--- src/rtl/gf180mcu_clkgate_pkg.sv ---
// Shared types for the gated-branch clock-enable sequencer: FSM states and counter sizing.
// Combinational helpers only; no latency, no flow control.
package gf180mcu_clkgate_pkg;

   typedef enum logic [1:0] {
      ST_OFF  = 2'd0,
      ST_WAKE = 2'd1,
      ST_ON   = 2'd2,
      ST_HOLD = 2'd3
   } state_e;

   // Wide enough to hold the larger of the two reload values.
   function automatic int cnt_width(input int wake_cycles, input int idle_cycles);
      int max_v;
      max_v = (wake_cycles > idle_cycles) ? wake_cycles : idle_cycles;
      return $clog2(max_v + 1);
   endfunction

endpackage

--- src/rtl/gf180mcu_clkgate_ctrl_if.sv ---
// Requester-side bundle: four-phase REQ/ACK per requester plus branch enable and busy status.
// The slave modport is the sequencer; the master modport is the requester population.
interface gf180mcu_clkgate_ctrl_if #(parameter int NREQ = 4);
   logic [NREQ-1:0] req;
   logic [NREQ-1:0] ack;
   logic            e;
   logic            busy;
`ifdef GF180MCU_CLKGATE_CTRL_TEST_EN
   logic            te;

   modport master (output req, output te, input ack, input e, input busy);
   modport slave  (input req, input te, output ack, output e, output busy);
`else
   modport master (output req, input ack, input e, input busy);
   modport slave  (input req, output ack, output e, output busy);
`endif
endinterface

--- src/rtl/gf180mcu_clkgate_cnt.sv ---
// Loadable down-counter for wake/idle delays; load wins over decrement and it saturates at zero.
// One-cycle latency from load/decrement to count; is_one_o is a decode of the register.
module gf180mcu_clkgate_cnt #(
   parameter int W = 3
) (
   input  logic         clk_i,
   input  logic         rst_i,
   input  logic         load_i,
   input  logic [W-1:0] load_val_i,
   input  logic         dec_i,
   output logic         is_one_o
);

   logic [W-1:0] cnt_q, cnt_d;

   always_comb begin
      cnt_d = cnt_q;
      if (load_i) begin
         cnt_d = load_val_i;
      end else if (dec_i && (cnt_q != '0)) begin
         cnt_d = cnt_q - 1'b1;
      end
   end

   always_ff @(posedge clk_i or posedge rst_i) begin
      if (rst_i) begin
         cnt_q <= '0;
      end else begin
         cnt_q <= cnt_d;
      end
   end

   assign is_one_o = (cnt_q == W'(1));

endmodule

--- src/rtl/gf180mcu_clkgate_ctrl.sv ---
// Clock-enable sequencer for one gated clkbuf branch: wake delay before first ACK, idle hold before E falls.
// All outputs registered; GF180MCU_CLKGATE_CTRL_TEST_EN adds TE, which forces E high after the register.
module gf180mcu_clkgate_ctrl
   import gf180mcu_clkgate_pkg::*;
#(
   parameter int NREQ        = 4,
   parameter int WAKE_CYCLES = 2,
   parameter int IDLE_CYCLES = 4
) (
   input logic                    clk_i,
   input logic                    rst_i,
   gf180mcu_clkgate_ctrl_if.slave bus
);

   localparam int            CW      = cnt_width(WAKE_CYCLES, IDLE_CYCLES);
   localparam logic [CW-1:0] WAKE_LD = CW'(WAKE_CYCLES);
   localparam logic [CW-1:0] IDLE_LD = CW'(IDLE_CYCLES);

   state_e          state_q, state_d;
   logic [NREQ-1:0] ack_q, ack_d;
   logic            e_q, e_d;
   logic            busy_q, busy_d;
   logic            cnt_load, cnt_dec, cnt_is_one;
   logic [CW-1:0]   cnt_val;
   logic            req_any;

   assign req_any = |bus.req;

   always_comb begin
      state_d  = state_q;
      ack_d    = '0;
      cnt_load = 1'b0;
      cnt_dec  = 1'b0;
      cnt_val  = IDLE_LD;
      case (state_q)
         ST_OFF: begin
            if (req_any) begin
               state_d  = ST_WAKE;
               cnt_load = 1'b1;
               cnt_val  = WAKE_LD;
            end
         end
         ST_WAKE: begin
            if (cnt_is_one) begin
               if (req_any) begin
                  state_d = ST_ON;
                  ack_d   = bus.req;
               end else begin
                  state_d  = ST_HOLD;
                  cnt_load = 1'b1;
               end
            end else begin
               cnt_dec = 1'b1;
            end
         end
         ST_ON: begin
            ack_d = bus.req;
            if (!req_any) begin
               state_d  = ST_HOLD;
               cnt_load = 1'b1;
            end
         end
         ST_HOLD: begin
            // A request on the expiry edge keeps the branch on; the clock never stopped.
            if (req_any) begin
               state_d = ST_ON;
               ack_d   = bus.req;
            end else if (cnt_is_one) begin
               state_d = ST_OFF;
            end else begin
               cnt_dec = 1'b1;
            end
         end
         default: state_d = ST_OFF;
      endcase
      e_d    = (state_d != ST_OFF);
      busy_d = (state_d != ST_OFF);
   end

   always_ff @(posedge clk_i or posedge rst_i) begin
      if (rst_i) begin
         state_q <= ST_OFF;
         ack_q   <= '0;
         e_q     <= 1'b0;
         busy_q  <= 1'b0;
      end else begin
         state_q <= state_d;
         ack_q   <= ack_d;
         e_q     <= e_d;
         busy_q  <= busy_d;
      end
   end

   gf180mcu_clkgate_cnt #(.W(CW)) u_cnt (
      .clk_i      (clk_i),
      .rst_i      (rst_i),
      .load_i     (cnt_load),
      .load_val_i (cnt_val),
      .dec_i      (cnt_dec),
      .is_one_o   (cnt_is_one)
   );

   assign bus.ack  = ack_q;
   assign bus.busy = busy_q;
`ifdef GF180MCU_CLKGATE_CTRL_TEST_EN
   assign bus.e    = e_q | bus.te;
`else
   assign bus.e    = e_q;
`endif

endmodule

--- src/flat_wrapper.sv ---
// flat-port wrapper written by rule: the top's interface ports become plain ports
module gf180mcu_clkgate_ctrl_flat import gf180mcu_clkgate_pkg::*;
#(
   parameter int NREQ        = 4,
   parameter int WAKE_CYCLES = 2,
   parameter int IDLE_CYCLES = 4
)
  (clk_i, rst_i, bus_req, bus_ack, bus_e, bus_busy);
  gf180mcu_clkgate_ctrl_if #(.NREQ(NREQ)) bus_i ();
  input logic clk_i;
  input logic rst_i;
  input wire logic [$bits(bus_i.req)-1:0] bus_req;
  output wire logic [$bits(bus_i.ack)-1:0] bus_ack;
  output wire logic [$bits(bus_i.e)-1:0] bus_e;
  output wire logic [$bits(bus_i.busy)-1:0] bus_busy;
  assign bus_i.req = bus_req;
  assign bus_ack = bus_i.ack;
  assign bus_e = bus_i.e;
  assign bus_busy = bus_i.busy;
  gf180mcu_clkgate_ctrl #(.NREQ(NREQ), .WAKE_CYCLES(WAKE_CYCLES), .IDLE_CYCLES(IDLE_CYCLES)) u_core (.clk_i(clk_i), .rst_i(rst_i), .bus(bus_i));
endmodule
--- config.mk ---
export PLATFORM = sky130hd
export DESIGN_NAME = gf180mcu_clkgate_ctrl_flat
export DESIGN_NICKNAME = d
export VERILOG_FILES = /design/src/rtl/gf180mcu_clkgate_pkg.sv /design/src/rtl/gf180mcu_clkgate_ctrl_if.sv /design/src/rtl/gf180mcu_clkgate_cnt.sv /design/src/rtl/gf180mcu_clkgate_ctrl.sv /design/src/flat_wrapper.sv
export SDC_FILE = /design/constraint.sdc
export NUM_CORES = 1
export LEC_CHECK = 0
export CAP_MARGIN = 20
export CORE_MARGIN = 1
export CORE_UTILIZATION = 30
export DETAILED_ROUTE_END_ITERATION = 6
export HOLD_SLACK_MARGIN = 0.1
export REMOVE_ABC_BUFFERS = 1
export SLEW_MARGIN = 25
export SYNTH_ARGS = -nofsm -noshare
export SYNTH_HDL_FRONTEND = slang
export SYNTH_SLANG_ARGS = --single-unit
--- constraint.sdc ---
create_clock -name clk_i -period 2.38 [get_ports clk_i]
set_clock_uncertainty 0.2 [all_clocks]
set_input_delay 0.476 -clock clk_i [delete_from_list [all_inputs] [get_ports clk_i]]
set_output_delay 0.476 -clock clk_i [all_outputs]
set_load 0.05 [all_outputs]
==> impl_metrics.xml <==
<?xml version="1.0" encoding="UTF-8"?>
<metrics>
  <group name="grt">
    <metric name="groute.layer.met3.usage" unit="%">5.607</metric>
    <metric name="grt_antenna_before_repair" unit="">0</metric>
    <metric name="grt_pass1_wl" unit="microns">2456</metric>
    <metric name="groute.layer.met1.usage" unit="%">18.22</metric>
    <metric name="track_usage" unit="%">13.80</metric>
    <metric name="met2_usage" unit="%">19.21</metric>
    <metric name="grt-busiest-layer" unit="">met2</metric>
    <metric name="grt_max_degree" unit="">14</metric>
    <metric name="grt_pass1_vias" unit="">507</metric>
    <metric name="grt.overflow.total" unit="">0</metric>
  </group>
  <group name="timing">
    <metric name="grt_setup_unrepaired" unit="">no</metric>
    <metric name="holdWs" unit="ns">0.2708</metric>
    <metric name="timing_max_transition_violations_final" unit="">0</metric>
    <metric name="finalCritPeriodShare" unit="%">90.59</metric>
    <metric name="setup_slack" unit="ns">0.2239</metric>
    <metric name="clock.fmax" unit="MHz">463.8</metric>
    <metric name="timing.slew.headroom" unit="%">66.57</metric>
    <metric name="worst-slew-pin-transition" unit="ns">0.4999</metric>
    <metric name="finalWorstPathRequiredPeriod" unit="ns">2.156</metric>
    <metric name="setup_viol_count_final" unit="">0</metric>
    <metric name="finalHoldViolations" unit="">0</metric>
  </group>
  <group name="critical_path">
    <metric name="worst-r2r-setup-slack" unit="ns">0.37</metric>
    <metric name="worst_ep_required_time" unit="ns">2.32</metric>
    <metric name="critical-path-slowest-cell" unit="">sky130_fd_sc_hd__or4_4</metric>
    <metric name="crit_path_cell_trace" unit="">clkdlybuf4s50_1, or4_4, o32a_1, o32ai_1, a2111oi_1</metric>
    <metric name="endpoint_kind" unit="">flip-flop</metric>
    <metric name="crit_buf_inv" unit="">1</metric>
    <metric name="critical-path-max-stage-delay" unit="ns">0.64</metric>
    <metric name="crit_start_category" unit="">primary input</metric>
    <metric name="critPathKind" unit="">in -&gt; reg</metric>
    <metric name="cpLargestDelayFamily" unit="">simple AND/OR/NAND/NOR gates</metric>
    <metric name="crit_path_end" unit="">u_core.u_cnt.cnt_q[0]$_DFFE_PP0P_</metric>
    <metric name="r2r_start" unit="">u_core.u_cnt.cnt_q[1]$_DFFE_PP0P_</metric>
    <metric name="cp.depth" unit="">5</metric>
    <metric name="r2r-end" unit="">u_core.u_cnt.cnt_q[0]$_DFFE_PP0P_</metric>
    <metric name="timing.reg2reg.worst_path_depth" unit="">6</metric>
    <metric name="crit_path_max_fanout" unit="">12</metric>
    <metric name="worstPathArrival" unit="ns">2.10</metric>
    <metric name="worstSetupStartpoint" unit="">bus_req[0]</metric>
  </group>
  <group name="synth">
    <metric name="synth.yosys.seq_area_share" unit="%">37.95</metric>
    <metric name="mean_area_per_synthesized_cell" unit="sq um">9.158</metric>
    <metric name="synthesis.area" unit="sq um">659.4</metric>
    <metric name="yosysTopAreaCell" unit="">sky130_fd_sc_hd__dfrtp_1</metric>
    <metric name="netlist.area_leader.share" unit="%">37.95</metric>
    <metric name="biggest_area_contributors_in_the_synthesized_netlist" unit="">sky130_fd_sc_hd__dfrtp_1 38%, sky130_fd_sc_hd__ha_1 5.7%, sky130_fd_sc_hd__nor2b_1 3.8%</metric>
    <metric name="yosys.cell_count.top_type" unit="">sky130_fd_sc_hd__dfrtp_1</metric>
    <metric name="yosys-top-cells-count" unit="">10 x sky130_fd_sc_hd__dfrtp_1, 6 x sky130_fd_sc_hd__nor2_1, 5 x sky130_fd_sc_hd__nand2_1, 5 x sky130_fd_sc_hd__o21ai_0</metric>
    <metric name="yosys_warnings" unit="">0</metric>
    <metric name="synth_async_sr_flop_share" unit="%">100.0</metric>
    <metric name="netlist_instances" unit="">72</metric>
    <metric name="synthDistinctLibCells" unit="">36</metric>
    <metric name="yosys_most_used_dff" unit="">sky130_fd_sc_hd__dfrtp_1</metric>
    <metric name="ys_ff_latch" unit="">10</metric>
    <metric name="synth_enable_flop_cells" unit="">0</metric>
  </group>
  <group name="route">
    <metric name="detail_route.wl_per_cell" unit="microns">13.30</metric>
    <metric name="remaining_drc_errors" unit="">0</metric>
    <metric name="number_of_vias_in_the_routed_layout" unit="">616</metric>
    <metric name="detail_route.vias_per_cell" unit="">5.357</metric>
    <metric name="ant_nets" unit="">0</metric>
    <metric name="drt_wl_total" unit="microns">1530</metric>
    <metric name="first_iter_violations" unit="">19</metric>
    <metric name="detailedRoute.firstPassIterationCount" unit="">4</metric>
  </group>
  <group name="power">
    <metric name="power.static_leakage" unit="nW">0.3426</metric>
    <metric name="clkPwrFrac" unit="%">32.0</metric>
    <metric name="power.density_cell_area" unit="mW/mm^2">590.4</metric>
    <metric name="p_total" unit="W">0.0005045</metric>
    <metric name="switchingPower" unit="W">0.0001647</metric>
    <metric name="seq_power_share" unit="%">41.3</metric>
    <metric name="switching_share" unit="%">32.64</metric>
    <metric name="max-vdd-ir-drop" unit="mV">0.2546</metric>
    <metric name="share_comb_of_total_power" unit="%">26.7</metric>
    <metric name="internal_portion_of_total_power" unit="W">0.0003398</metric>
  </group>
  <group name="layout">
    <metric name="final_design_area_no_fill" unit="sq um">854.6</metric>
    <metric name="fillerInstances" unit="">198</metric>
    <metric name="antenna_cells_inserted" unit="">0</metric>
    <metric name="utilization" unit="%">42.26</metric>
    <metric name="finalNetCount" unit="">98</metric>
    <metric name="drive_gt1_share" unit="%">18.18</metric>
    <metric name="area_delta_synth_final" unit="%">29.60</metric>
  </group>
  <group name="die">
    <metric name="dieArea" unit="sq mm">0.002389</metric>
    <metric name="core.rowCount" unit="">16</metric>
    <metric name="io-pin-count" unit="">12</metric>
    <metric name="initial_core_util" unit="%">32.61</metric>
    <metric name="die_h" unit="microns">48.88</metric>
    <metric name="fp.coreArea" unit="sq mm">0.002022</metric>
    <metric name="die_width" unit="microns">48.88</metric>
  </group>
  <group name="clocking">
    <metric name="ctsRootBufferMaster" unit="">sky130_fd_sc_hd__clkbuf_4</metric>
    <metric name="cts_hold_buffers" unit="">0</metric>
    <metric name="cts_buffers" unit="">3</metric>
    <metric name="path_clk_slew" unit="ns">0.08</metric>
    <metric name="maximum_level_of_the_cts_h_tree" unit="">1</metric>
    <metric name="clkLatencyLatePin" unit="ns">0.28</metric>
    <metric name="cts_buffer_depth" unit="">2</metric>
    <metric name="clock_tree_from_tritoncts" unit="">done</metric>
    <metric name="clock_sink_count" unit="">10</metric>
  </group>
  <group name="placement">
    <metric name="port_buffers" unit="">11</metric>
    <metric name="placed_area" unit="sq um">817.0</metric>
    <metric name="detailed_place_hpwl" unit="microns">1119</metric>
    <metric name="place_ws" unit="ns">-0.07555</metric>
    <metric name="gpl.final_weighted_congestion" unit="">0.7308</metric>
  </group>
  <group name="worst_hold_path">
    <metric name="worst_hold_check_path_type" unit="">in -&gt; async</metric>
  </group>
  <group name="run_status">
    <metric name="outcome" unit="">completed</metric>
  </group>
  <group name="job">
    <metric name="max-cap-violations" unit="">0</metric>
  </group>
</metrics>
cell families after synthesis:
family	share of synthesized area, %
adder cells (fa/ha/maj)	5.693
AO/OA/AOI/OAI	26.19
flip-flops	37.95
AND/OR/NAND/NOR	23.15
buffers and inverters	7.020
worst register-to-register path, cell delays in order (launching register included):
cell,delay [ns]
sky130_fd_sc_hd__dfrtp_1,0.40
sky130_fd_sc_hd__inv_1,0.15
sky130_fd_sc_hd__ha_1,0.28
sky130_fd_sc_hd__o21ba_2,0.24
sky130_fd_sc_hd__o32a_1,0.16
sky130_fd_sc_hd__o32ai_1,0.07
sky130_fd_sc_hd__a2111oi_1,0.40
registers in the layout, indices dropped and copies added, names as in the netlist:
signal and cells:
u_core.bus.ack 4, u_core.u_cnt.cnt_q 3, u_core.state_q 2, u_core.bus.e 1
metal layers:
metal	part of all wire [%]	vias to the layer above
met5	0	-
met2	48	32
met4	1.8	0
li1	-	291
met1	43	289
met3	7.6	4
final cells by class:
type	count	area (sq um)	area share, %
clock buffers	4	36.28	4.246
flip-flops and latches	10	250.2	29.28
multi-input cells	53	364.1	42.61
inverters	4	15.01	1.757
well taps	27	33.78	3.953
repair buffers	17	155.1	18.16
how the worst min path moves through the flow:
stage	start	endpoint	slack [ns]	depth (start not counted)
2_1_floorplan	rst_i	u_core.bus.ack[0]$_DFF_PP0_	0.12	1
3_3_place_gp	u_core.u_cnt.cnt_q[1]$_DFFE_PP0P_	u_core.u_cnt.cnt_q[1]$_DFFE_PP0P_	0.40	2
3_5_place_dp	u_core.u_cnt.cnt_q[1]$_DFFE_PP0P_	u_core.u_cnt.cnt_q[1]$_DFFE_PP0P_	0.40	2
4_1_cts	rst_i	u_core.bus.ack[1]$_DFF_PP0_	0.29	2
5_1_grt	rst_i	u_core.bus.ack[1]$_DFF_PP0_	0.30	2
6_report	rst_i	u_core.bus.ack[1]$_DFF_PP0_	0.27	2
metrics by stage:
| step | TNS (ns) | std cells |
|---|---|---|
| 6_report | 0 | 115 |
| 5_1_grt | 0 | 115 |
| 4_1_cts | 0 | 115 |
| 3_5_place_dp | -0.1924 | 111 |
| 3_3_place_gp | -0.05662 | 111 |
| 2_1_floorplan | 0 | 67 |
cells in the final DEF, fill, tap and decap left out, drive strengths merged, types with 4 or more instances in the layout:
| master | count |
|---|---|
| clkdlybuf4s50 | 11 |
| dfrtp | 10 |
| o21ai | 7 |
| nor2 | 6 |
| buf | 6 |
| nand2 | 5 |
| inv | 4 |
| nor2b | 4 |
| clkbuf | 4 |
power by group through the flow:
stage                     clock [W]  combinational (W)  sequential, W
after floorplan                   0          0.0000802       0.000216
after global placement            0           0.000129       0.000210
after detailed placement          0           0.000133       0.000211
after CTS                  0.000164           0.000133       0.000209
after global routing       0.000173           0.000146       0.000210
final                      0.000162           0.000135       0.000208
repair_timing:
item                                    CTS  global route
buffers inserted                          0             0
endpoints found under the setup margin    0             1
gates resized for setup                   0             1
endpoints found under the hold margin     0             0
No activity file was read; power rests on OpenSTA's default activity.
